[src/rtl/shift_add_mult_ctrl.sv]
// -----------------------------------------------------------------------------
// shift_add_mult_ctrl
//   Sequential unsigned WIDTH x WIDTH multiplier with its controlling FSM.
//   A single WIDTH-bit ripple-carry adder built from full_adder cells is reused
//   for WIDTH add-and-shift steps, so area stays small at the cost of latency.
//
// Ports
//   clk      : system clock, all state changes on the rising edge
//   rst      : synchronous active-high reset
//   start    : request a multiply, honoured only while idle
//   a, b     : multiplicand / multiplier, captured on the accepting edge
//   busy     : high while a multiply is in progress or signalling done
//   done     : one-cycle pulse when product has been updated
//   product  : 2*WIDTH-bit result, held until the next completion or reset
// -----------------------------------------------------------------------------

// Single-bit full adder cell used to build the ripple-carry chain.
module full_adder (
  input  logic a,
  input  logic b,
  input  logic ci,
  output logic s,
  output logic co
);
  assign s  = a ^ b ^ ci;
  assign co = (a & b) | (ci & (a ^ b));
endmodule

module shift_add_mult_ctrl #(
  parameter int WIDTH = 4
) (
  input  logic               clk,
  input  logic               rst,
  input  logic               start,
  input  logic [WIDTH-1:0]   a,
  input  logic [WIDTH-1:0]   b,
  output logic               busy,
  output logic               done,
  output logic [2*WIDTH-1:0] product
);

  localparam int CNT_W = (WIDTH > 2) ? $clog2(WIDTH) : 1;

  typedef enum logic [1:0] {
    IDLE = 2'd0,
    CALC = 2'd1,
    DONE = 2'd2
  } state_t;

  state_t state, state_nxt;

  logic [WIDTH-1:0]   mcand;
  logic [WIDTH-1:0]   acc;
  logic [WIDTH-1:0]   mplier;
  logic [CNT_W-1:0]   cnt;

  logic [WIDTH-1:0]   addend;
  logic [WIDTH-1:0]   sum;
  logic [WIDTH:0]     carry;
  logic [2*WIDTH-1:0] shifted;
  logic               last_step;

  // Add the multiplicand only when the current multiplier LSB is set.
  assign addend   = mplier[0] ? mcand : '0;
  assign carry[0] = 1'b0;

  for (genvar i = 0; i < WIDTH; i++) begin : g_rca
    full_adder u_fa (
      .a  (acc[i]),
      .b  (addend[i]),
      .ci (carry[i]),
      .s  (sum[i]),
      .co (carry[i+1])
    );
  end

  // The carry-out becomes the new MSB of acc, so nothing is lost in the shift;
  // the multiplier LSB just consumed falls off the bottom.
  assign shifted   = {carry[WIDTH], sum, mplier[WIDTH-1:1]};
  assign last_step = (cnt == CNT_W'(WIDTH - 1));

  always_comb begin
    state_nxt = state;
    case (state)
      IDLE:    if (start == 1'b1) state_nxt = CALC;
      CALC:    if (last_step) state_nxt = DONE;
      DONE:    state_nxt = IDLE;
      default: state_nxt = IDLE;
    endcase
  end

  // busy/done are registered from the next state so outputs never see inputs
  // combinationally yet still line up with the state they describe.
  always_ff @(posedge clk) begin
    if (rst) begin
      state   <= IDLE;
      busy    <= 1'b0;
      done    <= 1'b0;
      product <= '0;
      mcand   <= '0;
      acc     <= '0;
      mplier  <= '0;
      cnt     <= '0;
    end else begin
      state <= state_nxt;
      busy  <= (state_nxt != IDLE);
      done  <= (state_nxt == DONE);
      case (state)
        IDLE: begin
          if (start == 1'b1) begin
            mcand  <= a;
            mplier <= b;
            acc    <= '0;
            cnt    <= '0;
          end
        end
        CALC: begin
          acc    <= shifted[2*WIDTH-1:WIDTH];
          mplier <= shifted[WIDTH-1:0];
          cnt    <= cnt + 1'b1;
          if (last_step) product <= shifted;
        end
        default: ;
      endcase
    end
  end

endmodule

[config.mk]
export PLATFORM = sky130hd
export DESIGN_NAME = shift_add_mult_ctrl
export DESIGN_NICKNAME = d
export VERILOG_FILES = /design/src/rtl/shift_add_mult_ctrl.sv
export SDC_FILE = /design/constraint.sdc
export NUM_CORES = 1
export LEC_CHECK = 0
export ABC_AREA = 1
export ABC_CLOCK_PERIOD_IN_PS = 4700
export BUFFER_PORTS_ARGS = -buffer_cell sky130_fd_sc_hd__buf_2
export CORE_MARGIN = 2
export CORE_UTILIZATION = 55
export DETAILED_ROUTE_END_ITERATION = 16
export GPL_TIMING_DRIVEN = 0
export PLACE_DENSITY = 0.89
export SYNTH_ARGS = -nofsm -noshare
export SYNTH_HDL_FRONTEND = slang
export SYNTH_SLANG_ARGS = --single-unit
[constraint.sdc]
create_clock -name clk -period 4.7 [get_ports clk]
set_input_delay 0.94 -clock clk [delete_from_list [all_inputs] [get_ports clk]]
set_output_delay 0.94 -clock clk [all_outputs]
set_load 0.005 [all_outputs]
# == Yosys cells after proc, flatten, opt, wreduce, memory -nomap -nowiden ==
# Cells that the tools add are included.
# word_totals
ram_bits,0
ff_bits,26
latchBits,0
rom_bits,0
mem_count,0
# classes
shift,0
muxes,10
n_eq_ne,4
n_addsub,1
mul,0
n_div,0
n_lt_le_gt_ge,0
n_reduce_logical,6
bitwise_logic,17
# ops
operator,count
4-bit one-hot mux with 2 select lines,2
4-bit two-way mux,3
2-bit one-hot mux with 2 select lines,2
1-bit AND,7
1-bit XOR,7
2-bit two-way mux,3
2-bit AND reduction,3
2-bit equality test (second input constant),2
2-bit nonzero test,2
1-bit OR,3
2-bit by 1-bit adder with 2-bit output (second input constant),1
2-bit by 1-bit equality test with 1-bit output (second input constant),1
2-bit logical NOT,1
2-bit != test (second input constant),1

# == Longest topological paths before layout ==
# logic_depth
ltp_word,9
ltp_mapped,10

# == Cells and area by module ==
# From an unflattened synthesis, not the netlist that was laid out.
# hier_totals
cells_unflattened,146
hier_area_um2,1184.9
# by_module_without_submodules
module,n_inst,seq_area_each_um2,cells_per_inst,area_each_um2
shift_add_mult_ctrl,1,520.5,142,1104.8
full_adder,4,0.0,1,20.0

# == Worst setup path before layout ==
# Ideal clock, no wire load.
# synth_timing
kind,register -> register
startpoint,register mplier[0]
endpoint,register acc[2]
t_required_ns,4.568
setup_time_ns,0.132
path_slack_ns,2.594
stages_incl_launch_ff,11
t_arrival_ns,1.974
cell_sequence,dfxtp_1 > nand2_1 > inv_1 > ha_1 > inv_1 > fa_1 > fa_1 > fa_1 > inv_1 > nand2_1 > a21oi_1
# synth_via
elab_chain_len,8
word_cells_on_any_way,13
cone_classes,mux (2); bitwise (11)
# synth_lines
element,line_no,rtl
"start, declared",54,logic [WIDTH-1:0] mplier;
"start signal, assigned",119,mplier <= shifted[WIDTH-1:0];
4-bit two-way mux *,64,assign addend = mplier[0] ? mcand : '0;
1-bit AND or 1-bit XOR (tied branches),26,assign co = (a & b) | (ci & (a ^ b));
1-bit AND,26,
1-bit OR,26,
1-bit AND,26,
1-bit OR,26,
1-bit XOR *,25,assign s = a ^ b ^ ci;
4-bit one-hot mux with 2 select lines *,108,case (state)
"end signal, assigned",118,acc <= shifted[2*WIDTH-1:WIDTH];
"end, declared",53,logic [WIDTH-1:0] acc;
# Mark *: on every way between the ends. The rest lies on a longest branch, timed or not.
# A chain may end at the register's enable or synchronous reset.

# == Worst setup path in the final report ==
# Same ends and word-level chain as after synthesis.

==> impl_metrics.toml <==
[placed_design]
port_buffers = 20
place_area_um2 = 1274
place_congestion = 0.7145
hpwl_um = 1653
post-place-ws_ps = 2463
dp.cells = 195

[drt]
first_pass_iters = 4
route.antenna.remaining_nets = 0
routed-via-count = 957
wl_per_cell_um = 10.86
drc_errors = 0
drt_wl_total_um = 2161
drt-initial-drc-count = 12
via_per_inst = 4.809

[setup_path]
arrival_ps = 2460
critPathMaxStageDelay_ps = 490
critical_path_class = "flip-flop to flip-flop"
start_kind = "flip-flop"
cp.required_ps = 4900
crit_path_top_delay_cell = "fa_1"
worstSetupEndpointType = "flip-flop"
r2r-end = "acc[2]"
r2r_setup_slack_ps = 2450
crit_chain = "nand2_1 > inv_1 > ha_1 > inv_1 > fa_1 > fa_1 > fa_1 > inv_1 > nand2_1 > a21oi_1"
r2r_start = "mplier[0]"
startpoint = "mplier[0]"
crit_path_max_fanout = 5
rr_worst_depth = 10

[hold_path]
hold_start = "acc[1]"
hold_depth = 2
hold_class = "flip-flop to flip-flop"
min_to = "acc[1]"

[floorplan]
die_height_um = 49.53
die_area_um2 = 2453
core_area_um2 = 1962
rows = 16
dieWidth_um = 49.53
io-pin-count = 21
start_util_pct = 58.10

[synthesis]
synth_adder_area_share_pct = 7.464
synth_top_family_by_area = "simple AND/OR/NAND/NOR gates"
synth_cells = 148
ys.warnings.count = 0
syn-mean-instance-area_um2 = 7.702
synth_cell_types = 22
synth-seq-cells = 26
synth_nets = 164
synth_compound_area_share_pct = 9.330
synth.area.mux_share_pct = 0
synth-simple-area-share_pct = 29.64
synth-xor-area-share_pct = 0
syn-cell-area_um2 = 1140
ys_seq_area_share_pct = 45.66

[clocking]
cts_root_buf = "clkbuf_4"
holdBufCountCts = 0
cts_resized = 0
clk_pin_slew_ps = 130
clk-insertion-delay-late_ps = 320
cts.sinks = 26
cts_made_buffers = 3
cts_setup_buffers = 0
cts-htree-levels = 1
clockBufferDepth = 2
cts_tree = "built"

[timing]
fin_skew_ps = 9.222
rsz0062_at_grt = "false"
fin_tns_setup_ps = 0
layout_setup_ws_ps = 2445
tightestPinTransition_ps = 416.5
finalCritPeriodShare_pct = 47.98
max_slew_margin_pct = 72.23
hold_viol_final = 0
slew_viol_final = 0
setup_viol_count_final = 0
clock.fmax_ghz = 0.4435
post-route-min-period_ps = 2255

[layout]
antenna_cells = 0
fin_area_um2 = 1326
nets = 189
syn_to_final_growth_pct = 16.36
layout-drive-gt1-share_pct = 19.77
finalNonFillerCells = 199

[grt]
gr-usage-met2_pct = 32.22
top_usage_layer = "met2"
grt.overflow.total = 0
grt_pass1_wl_um = 3767
grt_antenna_before_repair = 0
grt_max_degree = 16
use_met1_pct = 26.47
track_usage_pct = 19.44
grt_pass1_vias = 891
grt_use_met3_pct = 1.818

[pwr]
leakage_nw = 0.6479
power_uw = 428.3
cellPowerDensity_nw_per_um2 = 322.9
vdd_ir_drop_max_mv = 0.2480

[job]
drv_cap = 0

[outcome]
status = "finished, final reports clean"
==> cell usage after synthesis, drive strengths merged <==
cell type | number | share of area, %
a21oi | 9 | 4.0
buf | 3 | 2.4
clkbuf | 1 | 0.33
dfxtp | 26 | 46
fa | 3 | 5.3
ha | 2 | 2.2
inv | 15 | 5.2
nand2 | 39 | 14
nand3 | 4 | 1.8
nand3b | 4 | 2.6
nor2 | 31 | 11
nor3 | 1 | 0.44
o21ai | 10 | 5.4
==> registers in the layout, indices dropped and copies added (netlist names) <==
| signal | count |
|---|---|
| done | 1 |
| busy | 1 |
| cnt | 2 |
| product | 8 |
| state | 2 |
| mcand | 4 |
| acc | 4 |
| mplier | 4 |
==> report_power, final <==
group          leakage, nW  switching [mW]  internal, mW
clock               0.0279          0.0653        0.0863
combinational        0.408          0.0248        0.0176
sequential           0.212         0.00531         0.229
total                0.648          0.0954         0.333
==> cells in the final DEF (no fill, tap or decap), drive strengths merged <==
| master | n |
|---|---|
| nand3b | 4 |
| nand2 | 39 |
| o21ai | 10 |
| nor2 | 31 |
| clkbuf | 4 |
| dfxtp | 26 |
| buf | 23 |
| fa | 3 |
| nor3 | 1 |
| bufinv | 1 |
| nand3 | 4 |
| ha | 2 |
| a21oi | 9 |
| inv | 15 |
==> layout make-up <==
type	count	area, um2
Clock inverter	1	30.03
Buffer	4	31.28
Tap cell	27	33.78
Timing Repair Buffer	20	100.1
Clock buffer	3	22.52
Multi-Input combinational cell	103	529.3
Inverter	15	58.81
Fill cell	180	635.6
Sequential cell	26	520.5
==> worst max path at each step <==
stage          slack [ps]          to
2_1_floorplan        2590      acc[2]
3_3_place_gp         2490  product[6]
3_5_place_dp         2460  product[6]
4_1_cts              2430      acc[2]
5_1_grt              2280  product[6]
6_report             2450      acc[2]
==> metal layers <==
| layer | wire length [um] | vias to the layer above |
|---|---|---|
| met4 | 30 | 0 |
| met2 | 1032 | 15 |
| met1 | 1043 | 428 |
| li1 | - | 509 |
| met5 | 0 | - |
| met3 | 54 | 5 |
==> through the flow <==
| step | hold slack [ps] | utilization, % |
|---|---|---|
| after floorplan | 433.0 | - |
| after global placement | 448.5 | 64.92 |
| after detailed placement | 453.8 | 64.92 |
| after CTS | 471.2 | 67.60 |
| after global routing | 494.0 | 67.60 |
| final | 469.3 | 67.60 |
==> logic make-up after synthesis <==
group	after synthesis
AO/OA/AOI/OAI	19
adder cells (fa/ha/maj)	5
buffers and inverters	19
flip-flops	26
AND/OR/NAND/NOR	79
==> worst max-delay path, delay by kind of cell (launching register included) <==
family                     cells  cell delay, ps
and+or+nand+nor                2             130
DFF                            1             420
adders and majority gates      4            1390
AOI/OAI and AO/OA              1              60
buffers and inverters          3             150
Note: power is estimated with default switching activity, not from simulation.
